[src/rtl/branch_resolution_unit.sv]
// Branch resolution unit: queues IF predictions, checks them against ID
// outcomes, and issues redirect, flush and predictor-training commands.
//
// Ports:
//   clk, rst          clock, synchronous active-high reset
//   en                pipeline advance (0 = hold)
//   if_*              prediction issued by IF (push)
//   id_*              outcome resolved in ID (pop and compare)
//   queue_full/empty  combinational queue status
//   misprediction, redirect_valid, redirect_pc   registered redirect
//   flush             high while recovering from a misprediction
//   btb_update*       registered training command per resolved branch
module branch_resolution_unit #(
  parameter int DATA_WIDTH   = 32,
  parameter int QUEUE_DEPTH  = 4,
  parameter int PTR_WIDTH    = 2,
  parameter int FLUSH_CYCLES = 2
) (
  input  logic                  clk,
  input  logic                  rst,
  input  logic                  en,
  input  logic                  if_valid,
  input  logic [DATA_WIDTH-1:0] if_pc,
  input  logic                  if_pred_taken,
  input  logic [DATA_WIDTH-1:0] if_pred_target,
  input  logic                  id_valid,
  input  logic [DATA_WIDTH-1:0] id_pc,
  input  logic                  id_taken,
  input  logic [DATA_WIDTH-1:0] id_target,
  output logic                  queue_full,
  output logic                  queue_empty,
  output logic                  misprediction,
  output logic                  redirect_valid,
  output logic [DATA_WIDTH-1:0] redirect_pc,
  output logic                  flush,
  output logic                  btb_update,
  output logic [DATA_WIDTH-1:0] btb_update_pc,
  output logic [DATA_WIDTH-1:0] btb_update_target,
  output logic                  btb_update_mispredict
);

  typedef enum logic {
    NORMAL,
    FLUSH
  } state_t;

  localparam int CW = $clog2(FLUSH_CYCLES) + 1;
  localparam logic [PTR_WIDTH:0] DEPTH =
    (PTR_WIDTH+1)'(QUEUE_DEPTH);
  localparam logic [CW-1:0] LAST = CW'(FLUSH_CYCLES - 1);

  logic [DATA_WIDTH-1:0]  q_pc     [QUEUE_DEPTH];
  logic [DATA_WIDTH-1:0]  q_target [QUEUE_DEPTH];
  logic [QUEUE_DEPTH-1:0] q_taken;

  logic [PTR_WIDTH-1:0] head;
  logic [PTR_WIDTH-1:0] tail;
  logic [PTR_WIDTH:0]   count;

  state_t        state;
  state_t        state_nx;
  logic [CW-1:0] cnt;
  logic [CW-1:0] cnt_nx;

  logic active;
  logic hit_wrong;
  logic mis;
  logic do_pop;
  logic do_push;

  assign queue_full  = (count == DEPTH);
  assign queue_empty = (count == '0);

  assign active = en && (state == NORMAL);

  assign hit_wrong = (q_pc[head] != id_pc)
                  || (q_taken[head] != id_taken)
                  || (id_taken && (q_target[head] != id_target));

  // An empty queue means IF fell through: implicit not-taken.
  assign mis = active && id_valid
            && (queue_empty ? id_taken : hit_wrong);

  assign do_pop  = active && id_valid && !queue_empty;
  // Full is only a problem if nothing leaves this cycle.
  assign do_push = active && if_valid && !mis
                && (!queue_full || do_pop);

  always_comb begin
    state_nx = state;
    cnt_nx   = cnt;
    if (en) begin
      unique case (state)
        NORMAL: begin
          if (mis) begin
            state_nx = FLUSH;
            cnt_nx   = '0;
          end
        end
        FLUSH: begin
          if (cnt == LAST) begin
            state_nx = NORMAL;
            cnt_nx   = '0;
          end else begin
            cnt_nx = cnt + CW'(1);
          end
        end
      endcase
    end
  end

  always_ff @(posedge clk) begin
    if (rst) begin
      state <= NORMAL;
      cnt   <= '0;
    end else begin
      state <= state_nx;
      cnt   <= cnt_nx;
    end
  end

  always_ff @(posedge clk) begin
    if (do_push) begin
      q_pc[tail]     <= if_pc;
      q_taken[tail]  <= if_pred_taken;
      q_target[tail] <= if_pred_target;
    end
  end

  always_ff @(posedge clk) begin
    if (rst || mis) begin
      head  <= '0;
      tail  <= '0;
      count <= '0;
    end else begin
      if (do_push) tail <= tail + PTR_WIDTH'(1);
      if (do_pop)  head <= head + PTR_WIDTH'(1);
      case ({do_push, do_pop})
        2'b10:   count <= count + (PTR_WIDTH+1)'(1);
        2'b01:   count <= count - (PTR_WIDTH+1)'(1);
        default: count <= count;
      endcase
    end
  end

  always_ff @(posedge clk) begin
    if (rst) begin
      misprediction         <= 1'b0;
      redirect_valid        <= 1'b0;
      redirect_pc           <= '0;
      flush                 <= 1'b0;
      btb_update            <= 1'b0;
      btb_update_pc         <= '0;
      btb_update_target     <= '0;
      btb_update_mispredict <= 1'b0;
    end else begin
      misprediction  <= mis;
      redirect_valid <= mis;
      btb_update     <= active && id_valid;
      flush          <= (state_nx == FLUSH);
      if (mis) begin
        redirect_pc <= id_taken ? id_target
                                : id_pc + DATA_WIDTH'(4);
      end
      if (active && id_valid) begin
        btb_update_pc         <= id_pc;
        btb_update_target     <= id_target;
        btb_update_mispredict <= mis;
      end
    end
  end

endmodule

[config.mk]
export PLATFORM = sky130hd
export DESIGN_NAME = branch_resolution_unit
export DESIGN_NICKNAME = d
export VERILOG_FILES = /design/src/rtl/branch_resolution_unit.sv
export SDC_FILE = /design/constraint.sdc
export NUM_CORES = 1
export LEC_CHECK = 0
export BUFFER_PORTS_ARGS = -buffer_cell sky130_fd_sc_hd__buf_2
export CELL_PAD_IN_SITES_DETAIL_PLACEMENT = 2
export CELL_PAD_IN_SITES_GLOBAL_PLACEMENT = 2
export CORE_MARGIN = 4
export CORE_UTILIZATION = 39
export CTS_CLUSTER_SIZE = 28
export DETAILED_ROUTE_END_ITERATION = 12
export PLACE_DENSITY = 0.84
export SYNTH_ARGS = -nofsm -noshare
export SYNTH_HDL_FRONTEND = slang
export SYNTH_SLANG_ARGS = --single-unit
export TNS_END_PERCENT = 1
[constraint.sdc]
create_clock -name clk -period 5.4 [get_ports clk]
set_input_delay 1.08 -clock clk [delete_from_list [all_inputs] [get_ports clk]]
set_output_delay 1.08 -clock clk [all_outputs]
set_load 0.05 [all_outputs]
==> results of run 1 <==
path summary, 6_finish.rpt:
path,startpoint,end
setup / recovery,flip-flop,count[2]$_SDFFE_PP0P_
hold / removal,btb_update_pc[23]$_SDFFE_PP0P_,btb_update_pc[23]$_SDFFE_PP0P_
setup reg to reg,flip-flop,count[2]$_SDFFE_PP0P_
hold reg to reg,btb_update_pc[23]$_SDFFE_PP0P_,btb_update_pc[23]$_SDFFE_PP0P_
cells by family after synthesis:
kind of cell	Yosys count	share of synthesized area
simple gates	292	0.0896
xor+xnor	95	0.0549
mux	82	0.0988
buf+inv	80	0.0247
compound gates	164	0.0634
flops	371	0.662
fa+ha+maj	7	0.00628
cell usage in the layout, fill, tap and decap left out, types with 9 or more instances in the layout:
cell type  netlist  routed
a21oi_1         93      93
nor2_1          26      26
nand4_1         32      32
nand3_1         18      18
nor3_1          20      20
xnor2_1         75      75
dfxtp_1        111     109
o31ai_1         14      14
nand2_1        159     159
buf_4            5      22
buf_2           14     236
edfxtp_1       260     260
mux4_2          54      54
xor2_1          20      20
clkbuf_16        0      41
inv_1           11      11
clkinv_2         0      10
o21ai_0         12      12
o21a_1           9       9
mux2i_1         28      28
worst max-delay path, stage by stage (launching register included):
cell,delay (ns)
dfxtp_4,0.69
buf_12,0.32
mux4_2,0.57
xnor2_1,0.24
nand4_1,0.18
nor4_1,0.55
nand3_1,0.33
and2_1,0.34
nor2_8,0.27
nand2_1,0.10
ha_1,0.26
inv_1,0.08
fa_1,0.19
xor2_1,0.21
nor2_1,0.10
xnor2_1,0.17
nor3_1,0.06
power breakdown:
group / leakage, uW / internal (uW) / switching, uW
logic: 0.00249 / 223 / 551
registers: 0.00326 / 3130 / 55.4
clock network: 0.000646 / 1620 / 1220
through the flow:
stage | instances | hold slack [ns] | utilization | power, uW
global route | 1876 | 0.479 | 0.481 | 7000
global placement | 1798 | 0.438 | 0.446 | 3950
detailed placement | 1798 | 0.447 | 0.446 | 3990
finish | 1876 | 0.458 | 0.481 | 6800
CTS | 1872 | 0.455 | 0.480 | 6830
floorplan | 1091 | 0.469 | - | 3670
per-layer routing:
metal | up-vias | routed length (um) | GRT usage
met5 | - | 48 | 0
met2 | 576 | 30200 | 0.486
met3 | 164 | 4560 | 0.0587
li1 | 4552 | - | -
met4 | 8 | 2630 | 0.113
met1 | 5752 | 23200 | 0.352
flip-flops by register name (all words and copies together), names as in the netlist, 3 cells and up, named ones only:
name	cells
q_target	128
btb_update_target	32
btb_update_pc	32
redirect_pc	32
count	3
q_taken	4
q_pc	128
area by class of cell:
cell class | instances | area, um2
Clock buffer | 49 | 1080
Clock inverter | 25 | 231
Multi-Input combinational cell | 640 | 4750
Fill cell | 3694 | 19700
Inverter | 11 | 41.3
Sequential cell | 371 | 10000
Tap cell | 511 | 639
Antenna cell | 4 | 10.0
Timing Repair Buffer | 265 | 1490
==> flow_summary.ini, run 1 <==
[worst_setup_path]
crit_type = flip-flop to flip-flop
start_kind = flip-flop
crit_arrival_ns = 5.27
reg2reg_slack_ns = 0.55
crit_fanout = 28
r2r_cells = 16
cp-end-kind = flip-flop
worstPathRequired_ns = 5.82

[sta]
setup_viol_count_final = 0
setup-tns-final_ns = 0
slew_headroom = 0.280
fin_ws_ns = 0.545
hold_viol = 0
skew_ns = 0.0252
grt_setup_unrepaired = no
drv_slew = 0
fin_crit_sh = 0.899
min_period_ns = 4.85
worst_pin_slew_ns = 1.08
max_freq_mhz = 206

[placed_design]
post-dp-hpwl_mm = 40.8
dpl_cell_area_um2 = 17000
place_congestion = 0.853
port_buffers = 237
pre_cts_slack_ns = 0.823

[grt]
grt.overflow.total = 0
grt_first_pass_wirelength_mm = 86.5
track_usage = 0.283
grt_max_degree = 68
antenna_found_initial = 9
grt_pass1_vias = 12000

[clock_network]
clk_pin_slew_worst_paths_ns = 0.07
cts_tree = built
cts_resized = 0
cts_hold_buf = 0
numCtsBuffers = 40
numClockSinks = 371
clkLatencyLatePin_ns = 0.57
clockRootBuffer = clkbuf_16
htreeDepth = 2
postCtsSetupRepairBufs = 0
cts_buffer_depth = 3

[floorplan]
coreArea_um2 = 38000
die_y_um = 205
num_rows = 71
ios = 238
die_w_um = 205
dieArea_um2 = 42100
initial_core_util = 0.398

[synth]
synth_seq_area_share = 0.662
synth_edf_count = 260
synth.distinct_cells = 50
synthesis.nets = 1233
yosysMostFrequentCell = edfxtp_1
synth.avg_cell_area_um2 = 13.9
yosys-top-cells-area = edfxtp_1 52%, dfxtp_1 15%, mux4_2 8.0%, xnor2_1 4.3%, nand2_1 3.9%
synth_top_area_cell = edfxtp_1
async_flop_share = 0
synth_cells = 1091
yosys.area.top_type_share = 0.515
ys.flop_type = edfxtp_1
yosysWarnings = 0
syn_area_um2 = 15100
synth.top_cells.by_count = 260 x edfxtp_1, 159 x nand2_1, 111 x dfxtp_1
ys_ff_latch = 371

[routing]
dr.first_iter.drc_count = 1025
routed_via_density = 5.89
wl_per_cell_um = 32.3
postRouteAntennaNets = 0
drtPass1Iterations = 5
vias = 11100
drc_errors = 0
wl_mm = 60.6

[worst_hold_path]
holdPathStages = 2
hp-class = flip-flop to flip-flop

[finish]
fin_nets = 1471
syn2layout_area_growth_pct = 20.7
stdcell_area_um2 = 18300
drive_gt1_frac = 0.287

[flow_run]
max_cap_violations = 0

[run_status]
status = completed

[power_and_ir_drop]
cellLeakagePower_uw = 0.00640
ir_worst_vdd_mv = 0.339
power_density_nw_per_um2 = 372
Note: power is estimated with default switching activity, not from simulation.
==> run 2, diff against run 1 <==
ABC_AREA = 1   (was not set)
CORE_UTILIZATION = 36   (was 39)
PLACE_DENSITY = 0.85   (was 0.84)
==> run 2 against run 1 <==
Net effect:
- combinational power up 16%
- via count up 26%
- clock-buffer cell count up 12
- final area up 6.0%
- routed wire length up 10%
- critical path type unchanged
- critical endpoint is now q_target[2][23]$_DFFE_PP_
- highest routed layer unchanged
==> flow_summary.ini, run 2 <==
[placed_design]
place_congestion = 0.876
pre_cts_slack_ns = 0.848
port_buffers = 237
post-dp-hpwl_mm = 47.5

[sta]
fin_crit_sh = 0.858
min_period_ns = 4.63
setup-tns-final_ns = 0
skew_ns = 0.0219
drv_slew = 0
hold_ws_ns = 0.455
worst_pin_slew_ns = 0.973
max_freq_mhz = 216
hold_viol = 0
fin_ws_ns = 0.768
setup_viol_count_final = 0
grt_setup_unrepaired = no
slew_headroom = 0.350

[clock_network]
postCtsSetupRepairBufs = 0
cts_tree = built
clockRootBuffer = clkbuf_16
cts_buffer_depth = 3
clkLatencyLatePin_ns = 0.58
htreeDepth = 2
cts_resized = 0
numCtsBuffers = 42
numClockSinks = 371
clk_pin_slew_worst_paths_ns = 0.06
cts_hold_buf = 0

[floorplan]
initial_core_util = 0.365
ios = 238
dieArea_um2 = 48400
coreArea_um2 = 44300
num_rows = 77
die_w_um = 220
die_y_um = 220

[routing]
vias = 13900
drtPass1Iterations = 5
drc_errors = 0
routed_via_density = 5.46
postRouteAntennaNets = 0
dr.first_iter.drc_count = 1033
wl_mm = 66.6
wl_per_cell_um = 26.2

[finish]
top_regs = q_pc: 128 flops, q_target: 128 flops
final_core_util = 0.437
drive_gt1_frac = 0.176
syn2layout_area_growth_pct = 19.7
fin_nets = 2063
final_cell_mix = 523 x nand2_1, 260 x edfxtp_1, 237 x buf_2
layout_commonest_cell = nand2_1

[worst_hold_path]
hp-class = flip-flop to flip-flop

[run_status]
status = completed

[synth]
synth.avg_cell_area_um2 = 9.52
synth_edf_count = 260
synth.top_cells.by_count = 523 x nand2_1, 260 x edfxtp_1, 198 x nand3_1
synth_seq_area_share = 0.620
yosys-mux-area-fraction = 0.00619
yosysMostFrequentCell = nand2_1
synth_xor_area_frac = 0.0184
synth.distinct_cells = 39
yosysWarnings = 0
synthesis.nets = 1840
synth_top_area_cell = edfxtp_1
synthSimpleGateAreaFrac = 0.250
synth_fa_ha_area_frac = 0.00588
async_flop_share = 0
syn_area_um2 = 16200
synth_cells = 1698
synth_top_family_by_area = simple AND/OR/NAND/NOR gates
yosys-top-cells-area = edfxtp_1 48%, dfxtp_1 14%, nand2_1 12%, nand3_1 6.1%, nor2_1 2.8%
yosys.area.top_type_share = 0.483
ys_ff_latch = 371
synth-compound-area-share = 0.0512
ys.flop_type = edfxtp_1

[worst_setup_path]
cp.buffers_inverters = 3
worstPathRequired_ns = 5.66
crit_arrival_ns = 4.90
cp_top_family = simple AND/OR/NAND/NOR gates
cp_common_cell = nand3_1
critical_path.slowest_cell = nor2_4
crit_fanout = 38
cp-end-kind = flip-flop
start_kind = flip-flop
crit_type = flip-flop to flip-flop
max_stage_delay_ns = 0.80
crit_chain = clkinv_2 > buf_4 > nand2_1 > nand3_1 > nand3b_1 > nand2_1 > a21oi_1 > nand3_1 > nor2_1 > nand3_1 > nand2_2 > nand3b_2 > nor2_4 > buf_4

[power_and_ir_drop]
power_density_nw_per_um2 = 363
cellLeakagePower_uw = 0.00816
ir_worst_vdd_mv = 0.228
finalPower_uw = 7030

[grt]
grt_first_pass_wirelength_mm = 97.6
grt_pass1_vias = 15400
grt_max_degree = 104
antenna_found_initial = 11
grt.overflow.total = 0
track_usage = 0.271

[flow_run]
max_cap_violations = 0
## run 2: cell count changes in the layout (fill, tap and decap cells not counted), moves of 18 or more
| cell | change |
|---|---|
| a21oi_1 | -45 |
| inv_1 | +75 |
| mux2i_1 | -18 |
| mux4_2 | -54 |
| nand2_1 | +364 |
| nand3_1 | +180 |
| nand4_1 | +18 |
| nor2_1 | +89 |
| o21ai_0 | +70 |
| o21ai_1 | +19 |
| xnor2_1 | -69 |
## run 2: cell families (layout without fill, tap and decap cells)
family                     Yosys count  after routing
muxes                               10             10
adders and majority gates            7              7
buffers and inverters              175            429
and+or+nand+nor                    938            938
AOI/OAI and AO/OA                  163            163
DFF                                371            371
other                                0              4
xor gates and xnor gates            34             34
## run 2: metrics by stage
stage	instances	area, um2
finish	2548	19400
global route	2545	19400
CTS	2544	19400
detailed placement	2469	18000
global placement	2469	18000
floorplan	1698	16200
## run 2: worst register-to-register path: cells and delay by family (launching register included)
kind            cells  cell delay (ns)
simple gates       10             2.11
buf+inv             3             1.38
flops               1             0.55
compound gates      1             0.28
## run 2: path summary, 6_finish.rpt
path / from / end / slack (ns) / cells after the start
min reg2reg: cnt[1]$_SDFFE_PP0P_ / cnt[1]$_SDFFE_PP0P_ / 0.45 / 2
max reg2reg: flip-flop / q_target[2][23]$_DFFE_PP_ / 0.77 / 14
min: cnt[1]$_SDFFE_PP0P_ / cnt[1]$_SDFFE_PP0P_ / 0.45 / 2
max: flip-flop / q_target[2][23]$_DFFE_PP_ / 0.77 / 14
## run 2: layout make-up
class,instances,area [um2]
Fill cell,4786,25000
Inverter,92,347
Clock buffer,61,1210
Clock inverter,14,169
Tap cell,592,741
Multi-Input combinational cell,1152,5400
Sequential cell,371,10000
Timing Repair Buffer,262,1450
Antenna cell,4,10.0
## run 2: per-layer routing
metal  vias up  track usage  part of all wire
met5         -            0            0.0011
met4        14        0.109             0.042
met3       150       0.0581             0.066
met2       478        0.465              0.48
met1      7046        0.333              0.41
li1       6227            -                 -
## run 2: power breakdown
part | leakage, uW | switching [uW] | total, uW | internal [uW]
registers | 0.00327 | 51.5 | 3200 | 3150
logic | 0.00421 | 681 | 895 | 214
clock network | 0.000680 | 1190 | 2930 | 1750
total | 0.00816 | 1920 | 7030 | 5110
